--- config.mk ---
export PLATFORM = sky130hd
export DESIGN_NAME = pool_buffer_flat
export DESIGN_NICKNAME = d
export VERILOG_FILES = /design/src/rtl/pool_buffer_pkg.sv /design/src/rtl/pool_buffer_if.sv /design/src/rtl/pool_buf_ram.sv /design/src/rtl/pool_buffer.sv /design/src/flat_wrapper.sv
export SDC_FILE = /design/constraint.sdc
export NUM_CORES = 2
export LEC_CHECK = 0
export CORE_ASPECT_RATIO = 1.4
export CORE_MARGIN = 2
export CORE_UTILIZATION = 38
export DETAILED_ROUTE_END_ITERATION = 10
export MAX_ROUTING_LAYER = met4
export PLACE_DENSITY = 0.52
export SYNTH_ARGS = -nofsm -noshare
export SYNTH_HDL_FRONTEND = slang
export SYNTH_HIERARCHICAL = 1
export SYNTH_SLANG_ARGS = --single-unit
--- constraint.sdc ---
create_clock -name clk -period 5.7 [get_ports clk]
set_clock_uncertainty 0.15 [all_clocks]
set_input_delay 1.14 -clock clk [delete_from_list [all_inputs] [get_ports clk]]
set_output_delay 1.14 -clock clk [all_outputs]
set_load 0.03 [all_outputs]
--- src/rtl/pool_buffer_pkg.sv ---
// Shared definitions for the pooled-result buffer: default geometry, FSM encoding,
// output beat layout and the ReLU clamp applied on write.
package pool_buffer_pkg;

    localparam int unsigned DefSize  = 7;
    localparam int unsigned DefBanks = 4;
    localparam int unsigned DefDepth = DefSize * DefSize;
    localparam int unsigned DefTotal = DefBanks * DefDepth;
    localparam int unsigned DefIdxW  = $clog2(DefTotal);
    localparam int unsigned DataW    = 16;

    typedef enum logic {
        StFill  = 1'b0,
        StDrain = 1'b1
    } state_e;

    typedef struct packed {
        logic [DataW-1:0] data;
        logic [1:0]       bank;
        logic             last;
    } beat_t;

    // Two's-complement clamp: negative values become zero.
    function automatic logic [DataW-1:0] relu_clamp(input logic [DataW-1:0] v);
        return v[DataW-1] ? '0 : v;
    endfunction

endpackage

--- src/rtl/pool_buffer_if.sv ---
// Pooling-engine write side and downstream stream side of pool_buffer.
interface pool_buffer_if;

    logic [15:0] pool_result;
    logic [15:0] addr;
    logic [1:0]  history;
    logic        com_end;
    logic        done_pool;

    logic [15:0] o_data;
    logic [1:0]  o_bank;
    logic        o_valid;
    logic        o_last;
    logic        o_ready;
    logic        busy;
    logic        err;

    modport master (
        output pool_result, addr, history, com_end, done_pool, o_ready,
        input  o_data, o_bank, o_valid, o_last, busy, err
    );

    modport slave (
        input  pool_result, addr, history, com_end, done_pool, o_ready,
        output o_data, o_bank, o_valid, o_last, busy, err
    );

endinterface

--- src/rtl/pool_buf_ram.sv ---
// Simple dual-port synchronous RAM: one write port, one registered read port.
module pool_buf_ram
    import pool_buffer_pkg::*;
#(
    parameter int unsigned Words = DefTotal,
    parameter int unsigned IdxW  = DefIdxW,
    parameter int unsigned Width = DataW
) (
    input  logic             clk_i,
    input  logic             we_i,
    input  logic [IdxW-1:0]  waddr_i,
    input  logic [Width-1:0] wdata_i,
    input  logic             re_i,
    input  logic [IdxW-1:0]  raddr_i,
    output logic [Width-1:0] rdata_o
);

    logic [Width-1:0] mem_q [Words];
    logic [Width-1:0] rdata_q;

    always_ff @(posedge clk_i) begin
        if (we_i) begin
            mem_q[waddr_i] <= wdata_i;
        end
        if (re_i) begin
            rdata_q <= mem_q[raddr_i];
        end
    end

    assign rdata_o = rdata_q;

endmodule

--- src/rtl/pool_buffer.sv ---
// Banked buffer for pooled results: fills from the pooling engine, then streams every
// entry (unwritten ones as zero) bank by bank through a 2-deep read-ahead FIFO.
module pool_buffer
    import pool_buffer_pkg::*;
#(
    parameter int unsigned SIZE  = DefSize,
    parameter int unsigned BANKS = DefBanks,
    parameter bit          RELU  = 1'b1
) (
    input  logic          clk,
    input  logic          reset_n,
    pool_buffer_if.slave  bus
);

    localparam int unsigned DEPTH  = SIZE * SIZE;
    localparam int unsigned TOTAL  = BANKS * DEPTH;
    localparam int unsigned IDX_W  = $clog2(TOTAL);
    localparam int unsigned ADDR_W = $clog2(DEPTH);

    state_e              state_q, state_d;
    logic [TOTAL-1:0]    written_q, written_d;
    logic [ADDR_W-1:0]   rd_addr_q, rd_addr_d;
    logic [1:0]          rd_bank_q, rd_bank_d;
    logic                rd_end_q, rd_end_d;
    logic                err_q, err_d;

    logic                rd_vld_q, rd_vld_d;
    logic                rd_mask_q, rd_mask_d;
    logic [1:0]          rd_bank_p_q, rd_bank_p_d;
    logic                rd_last_p_q, rd_last_p_d;

    beat_t               fifo_q [2];
    beat_t               fifo_d [2];
    logic                wr_ptr_q, wr_ptr_d;
    logic                rd_ptr_q, rd_ptr_d;
    logic [1:0]          cnt_q, cnt_d;

    logic                wr_in_range, wr_en;
    logic [IDX_W-1:0]    wr_idx, rd_idx;
    logic [DataW-1:0]    wr_data, ram_rdata;
    logic                issue, pop, last_pop, rd_is_last;
    beat_t               head, beat_in;

    assign wr_in_range = (32'(bus.addr) < DEPTH) && (32'(bus.history) < BANKS);
    assign wr_en       = (state_q == StFill) && bus.com_end && wr_in_range;
    assign wr_idx      = IDX_W'(32'(bus.history) * DEPTH + 32'(bus.addr));
    assign wr_data     = RELU ? relu_clamp(bus.pool_result) : bus.pool_result;

    assign rd_idx      = IDX_W'(32'(rd_bank_q) * DEPTH + 32'(rd_addr_q));
    assign rd_is_last  = (rd_bank_q == 2'(BANKS - 1)) && (rd_addr_q == ADDR_W'(DEPTH - 1));

    assign head     = fifo_q[rd_ptr_q];
    assign pop      = (cnt_q != 2'd0) && bus.o_ready;
    assign last_pop = pop && head.last;

    // Count the read in flight so the FIFO can never overflow, but credit a same-cycle
    // pop so a continuously ready consumer sees one beat per cycle.
    assign issue = (state_q == StDrain) && !rd_end_q &&
                   ((3'(cnt_q) + 3'(rd_vld_q)) <= (3'd1 + 3'(pop)));

    pool_buf_ram #(
        .Words (TOTAL),
        .IdxW  (IDX_W),
        .Width (DataW)
    ) u_ram (
        .clk_i   (clk),
        .we_i    (wr_en),
        .waddr_i (wr_idx),
        .wdata_i (wr_data),
        .re_i    (issue),
        .raddr_i (rd_idx),
        .rdata_o (ram_rdata)
    );

    always_comb begin : ctrl_next
        state_d   = state_q;
        written_d = written_q;
        rd_addr_d = rd_addr_q;
        rd_bank_d = rd_bank_q;
        rd_end_d  = rd_end_q;
        err_d     = err_q;

        if (bus.com_end && ((state_q == StDrain) || !wr_in_range)) begin
            err_d = 1'b1;
        end
        if (wr_en) begin
            written_d[wr_idx] = 1'b1;
        end

        case (state_q)
            StFill: begin
                if (bus.done_pool) begin
                    state_d = StDrain;
                end
            end
            StDrain: begin
                if (issue) begin
                    if (rd_addr_q == ADDR_W'(DEPTH - 1)) begin
                        rd_addr_d = '0;
                        if (rd_bank_q == 2'(BANKS - 1)) begin
                            rd_end_d = 1'b1;
                        end else begin
                            rd_bank_d = rd_bank_q + 2'd1;
                        end
                    end else begin
                        rd_addr_d = rd_addr_q + ADDR_W'(1);
                    end
                end
                // Memory contents survive; only the written map is re-armed.
                if (last_pop) begin
                    state_d   = StFill;
                    written_d = '0;
                    rd_addr_d = '0;
                    rd_bank_d = '0;
                    rd_end_d  = 1'b0;
                end
            end
            default: state_d = StFill;
        endcase
    end

    always_comb begin : pipe_next
        rd_vld_d    = issue;
        rd_mask_d   = written_q[rd_idx];
        rd_bank_p_d = rd_bank_q;
        rd_last_p_d = rd_is_last;
    end

    always_comb begin : fifo_next
        beat_in.data = rd_mask_q ? ram_rdata : '0;
        beat_in.bank = rd_bank_p_q;
        beat_in.last = rd_last_p_q;

        fifo_d   = fifo_q;
        wr_ptr_d = wr_ptr_q;
        rd_ptr_d = rd_ptr_q;
        if (rd_vld_q) begin
            fifo_d[wr_ptr_q] = beat_in;
            wr_ptr_d         = ~wr_ptr_q;
        end
        if (pop) begin
            rd_ptr_d = ~rd_ptr_q;
        end
        cnt_d = cnt_q + 2'(rd_vld_q) - 2'(pop);
    end

    always_ff @(posedge clk or negedge reset_n) begin
        if (!reset_n) begin
            state_q     <= StFill;
            written_q   <= '0;
            rd_addr_q   <= '0;
            rd_bank_q   <= '0;
            rd_end_q    <= 1'b0;
            err_q       <= 1'b0;
            rd_vld_q    <= 1'b0;
            rd_mask_q   <= 1'b0;
            rd_bank_p_q <= '0;
            rd_last_p_q <= 1'b0;
            fifo_q      <= '{default: '0};
            wr_ptr_q    <= 1'b0;
            rd_ptr_q    <= 1'b0;
            cnt_q       <= '0;
        end else begin
            state_q     <= state_d;
            written_q   <= written_d;
            rd_addr_q   <= rd_addr_d;
            rd_bank_q   <= rd_bank_d;
            rd_end_q    <= rd_end_d;
            err_q       <= err_d;
            rd_vld_q    <= rd_vld_d;
            rd_mask_q   <= rd_mask_d;
            rd_bank_p_q <= rd_bank_p_d;
            rd_last_p_q <= rd_last_p_d;
            fifo_q      <= fifo_d;
            wr_ptr_q    <= wr_ptr_d;
            rd_ptr_q    <= rd_ptr_d;
            cnt_q       <= cnt_d;
        end
    end

    assign bus.o_valid = (cnt_q != 2'd0);
    assign bus.o_data  = bus.o_valid ? head.data : '0;
    assign bus.o_bank  = bus.o_valid ? head.bank : '0;
    assign bus.o_last  = bus.o_valid && head.last;
    assign bus.busy    = (state_q == StDrain);
    assign bus.err     = err_q;

endmodule

--- src/flat_wrapper.sv ---
// flat-port wrapper written by rule: the top's interface ports become plain ports
module pool_buffer_flat import pool_buffer_pkg::*;
#(
    parameter int unsigned SIZE  = DefSize,
    parameter int unsigned BANKS = DefBanks,
    parameter bit          RELU  = 1'b1
)
  (clk, reset_n, bus_pool_result, bus_addr, bus_history, bus_com_end, bus_done_pool, bus_o_ready, bus_o_data, bus_o_bank, bus_o_valid, bus_o_last, bus_busy, bus_err);
  pool_buffer_if bus_i ();
  input  logic clk;
  input  logic reset_n;
  input wire logic [$bits(bus_i.pool_result)-1:0] bus_pool_result;
  input wire logic [$bits(bus_i.addr)-1:0] bus_addr;
  input wire logic [$bits(bus_i.history)-1:0] bus_history;
  input wire logic [$bits(bus_i.com_end)-1:0] bus_com_end;
  input wire logic [$bits(bus_i.done_pool)-1:0] bus_done_pool;
  input wire logic [$bits(bus_i.o_ready)-1:0] bus_o_ready;
  output wire logic [$bits(bus_i.o_data)-1:0] bus_o_data;
  output wire logic [$bits(bus_i.o_bank)-1:0] bus_o_bank;
  output wire logic [$bits(bus_i.o_valid)-1:0] bus_o_valid;
  output wire logic [$bits(bus_i.o_last)-1:0] bus_o_last;
  output wire logic [$bits(bus_i.busy)-1:0] bus_busy;
  output wire logic [$bits(bus_i.err)-1:0] bus_err;
  assign bus_i.pool_result = bus_pool_result;
  assign bus_i.addr = bus_addr;
  assign bus_i.history = bus_history;
  assign bus_i.com_end = bus_com_end;
  assign bus_i.done_pool = bus_done_pool;
  assign bus_i.o_ready = bus_o_ready;
  assign bus_o_data = bus_i.o_data;
  assign bus_o_bank = bus_i.o_bank;
  assign bus_o_valid = bus_i.o_valid;
  assign bus_o_last = bus_i.o_last;
  assign bus_busy = bus_i.busy;
  assign bus_err = bus_i.err;
  pool_buffer #(.SIZE(SIZE), .BANKS(BANKS), .RELU(RELU)) u_core (.clk(clk), .reset_n(reset_n), .bus(bus_i));
endmodule
==> flow_metrics.env <==
export IMPL_status="finished clean"
export IMPL_arrival_ps=5830
export IMPL_cpPeakStageDelay_ps=850
export IMPL_syn2layout_area_growth_pct=16.0
export IMPL_setup_viol=0
export IMPL_netlist_top_cells_area="edfxtp_1, mux4_2, dfrtp_1"
export IMPL_dieWidth_um=508
export IMPL_layout_cells_non_filler=12900
export IMPL_cts_sinks=3406
export IMPL_ff2ff_setup_slack_ps=340
export IMPL_yosysSeqAreaShare_pct=74.8
export IMPL_dp_hpwl_um=250000
export IMPL_ant_nets=0
export IMPL_track_usage_pct=22.1
export IMPL_io_buffer_count=60
export IMPL_crit_path_start_kind="register"
export IMPL_stdcell_area_um2=157000
export IMPL_cts_tree="yes"
export IMPL_worstSetupPathType="register to register"
export IMPL_drtIter0Drc=7462
export IMPL_dpl_cell_count=12300
export IMPL_wl_per_cell_um=30.5
export IMPL_htreeDepth=5
export IMPL_tightest_slew_ps=1380
export IMPL_pre_cts_slack_ps=237
export IMPL_crit_chain="ha_1 > ha_4 > fa_4 > nand2_4 > buf_12 > o221ai_1 > nor2_1 > a2111oi_0 > buf_4 > nor4_1 > o21ai_1"
export IMPL_period_needed_ps=5360
export IMPL_numCtsBuffers=324
export IMPL_place_area_um2=146000
export IMPL_yosys_warnings=6
export IMPL_cp_top_family="simple AND/OR/NAND/NOR gates"
export IMPL_netlist_area_um2=135000
export IMPL_fmax_mhz=186
export IMPL_p_leak_nw=52.8
export IMPL_end_kind="register"
export IMPL_grt_pass1_vias=72700
export IMPL_cts_clk_slew_worst_paths_ps=70
export IMPL_drive_above_1_share_pct=23.1
export IMPL_antenna_found_initial=10
export IMPL_cts_root_buf="clkbuf_16"
export IMPL_synth_distinct_cells=77
export IMPL_firstDrtPassIters=8
export IMPL_vias=71200
export IMPL_synth_cells=7186
export IMPL_fin_ws_ps=336
export IMPL_peakVddDrop_mv=0.745
export IMPL_coreArea_um2=355000
export IMPL_ys_ff_latch=3406
export IMPL_drt_wl_total_um=392000
export IMPL_cts_repair_resized=0
export IMPL_slowest_stage="fa_4"
export IMPL_post_cts_buffers=0
export IMPL_num_nets_final=7997
export IMPL_synthFlopType="edfxtp_1"
export IMPL_synthArstFlopShare_pct=7.46
export IMPL_fin_crit_sh_pct=94.1
export IMPL_grt_overflow=0
export IMPL_grt_pass1_wl_um=552000
export IMPL_hold_path_class="input port to async pin"
export IMPL_synth_edf_count=3152
export IMPL_fin_setup_tns_ps=0
export IMPL_cts_hold_buffers=0
export IMPL_rsz0062_at_grt="false"
export IMPL_finalMaxSlewViolations=0
export IMPL_drc=0
export IMPL_synth_top_area_share_pct=70.1
export IMPL_whs_ps=145
export IMPL_syn_area_per_cell_um2=18.8
export IMPL_dieArea_um2=360000
export IMPL_insertion_delay_ps=900
export IMPL_rows=259
export IMPL_slew_headroom_pct=5.79
export IMPL_die_h_um=710
export IMPL_boundaryPins=61
export IMPL_initial_core_util_pct=38.1
export IMPL_grt_max_degree=200
export IMPL_finalHoldViolations=0
export IMPL_p_per_area_nw_per_um2=578
export IMPL_maxCapViolCount=0
export IMPL_gp_congestion=0.883
export IMPL_cp_max_fo=44
export IMPL_critPathBufInv=2
export IMPL_synth_area_leader_cell="edfxtp_1"
export IMPL_clockBufferDepth=4
export IMPL_required_ps=6170
export IMPL_via_per_inst=5.53
-- cell usage in the layout (no fill, tap or decap), drive strengths merged, types with 86 or more instances in the layout --
| cell | Yosys | routed |
|---|---|---|
| mux4 | 556 | 556 |
| a2111oi | 118 | 118 |
| edfxtp | 3152 | 3152 |
| a21oi | 292 | 292 |
| a211oi | 86 | 86 |
| nand2 | 154 | 154 |
| nor2 | 596 | 596 |
| conb | 1 | 196 |
| a22oi | 182 | 182 |
| mux2 | 87 | 87 |
| buf | 287 | 615 |
| clkbuf | 163 | 389 |
| mux2i | 497 | 497 |
| clkinv | 2 | 127 |
| dfrtp | 254 | 254 |
| o21ai | 92 | 92 |
-- metrics by stage --
stage	utilization [%]	total power, mW
2_1_floorplan	-	54.1
3_3_place_gp	41.3	69.6
3_5_place_dp	41.3	69.6
4_1_cts	44.2	91.3
5_1_grt	44.2	93.7
6_report	44.2	90.5
-- state kept, by name (all words and copies together), names as in the netlist --
name and count:
u_core/written_q 196, u_core/rd_last_p_q 1, u_core/rd_bank_p_d 2, u_core/rd_end_q 1, u_core/u_ram/mem_q 3136, u_core/bus.busy 1, u_core/rd_ptr_q 1, u_core/cnt_q 2
u_core/u_ram/rdata_o 16, u_core/rd_vld_q 1, u_core/fifo_q 38, u_core/rd_bank_p_q 2, u_core/rd_addr_q 6, u_core/wr_ptr_q 1, u_core/rd_mask_q 1, u_core/bus.err 1
-- cells in the mapped netlist (21+ instances only) --
library cell  count
mux2i_1         497
o21ai_0          61
nand2_1         154
buf_2           118
buf_1            36
a21oi_1         292
clkbuf_1        162
mux2_2           75
a2111oi_0       101
nor3_1           45
a211oi_1         86
ha_1             23
nor2b_1          64
buf_4            60
nand3_1          35
mux4_2          556
buf_6            65
dfrtp_1         254
a22oi_1         182
o31ai_1          42
o21bai_1         43
edfxtp_1       3152
o22ai_1          46
o21ai_1          31
nor2_1          596
inv_1            21
a221oi_1         57
o221ai_1         64
a21o_1           60
-- final timing paths --
path	startpoint	to	cells past startpoint
setup / recovery	u_core/rd_bank_p_d[1]$_DFFE_PN0P_	u_core/u_ram/rdata_o[2]$_DFFE_PP_	11
hold / removal	reset_n	u_core/bus.busy$_DFF_PN0_	1
setup reg to reg	u_core/rd_bank_p_d[1]$_DFFE_PN0P_	u_core/u_ram/rdata_o[2]$_DFFE_PP_	11
hold reg to reg	u_core/bus.err$_DFFE_PN0P_	u_core/bus.err$_DFFE_PN0P_	1
max in group asynchronous	reset_n	u_core/written_q[80]$_DFF_PN0_	2
min in group clk	u_core/bus.err$_DFFE_PN0P_	u_core/bus.err$_DFFE_PN0P_	1
-- per-layer routing --
metal / up-vias / GRT usage (%) / routed length [µm]
li1: 30500 / - / -
met5: - / - / 0
met2: 2342 / 38.0 / 204000
met3: 604 / 2.50 / 19200
met4: 0 / 8.36 / 16500
met1: 37700 / 26.7 / 152000
-- area by class of cell --
class	instances	area, µm²
flip-flops and latches	3406	101000
fillers	30700	198000
multi-input cells	3499	32600
inverters	26	104
diodes	6	15.0
well taps	4698	5880
clock buffers	389	8580
repair buffers	673	6670
clock inverters	184	1810
-- cell families after synthesis --
kind of cell | share of synthesized area (%)
flops | 74.8
other cells | 0.00278
compound gates | 5.88
mux | 13.7
simple gates | 3.23
fa+ha+maj | 0.287
buf+inv | 2.04
xor+xnor | 0.0834
-- where the power goes --
group          total, mW  internal (mW)  leakage (nW)  switching (mW)
clock network       21.6           12.3          5.07            9.38
registers           28.1           27.7          32.2           0.327
logic               40.8           15.7          15.5            25.2
total               90.5           55.6          52.8            34.9
Power figures use the tool's default switching activity.
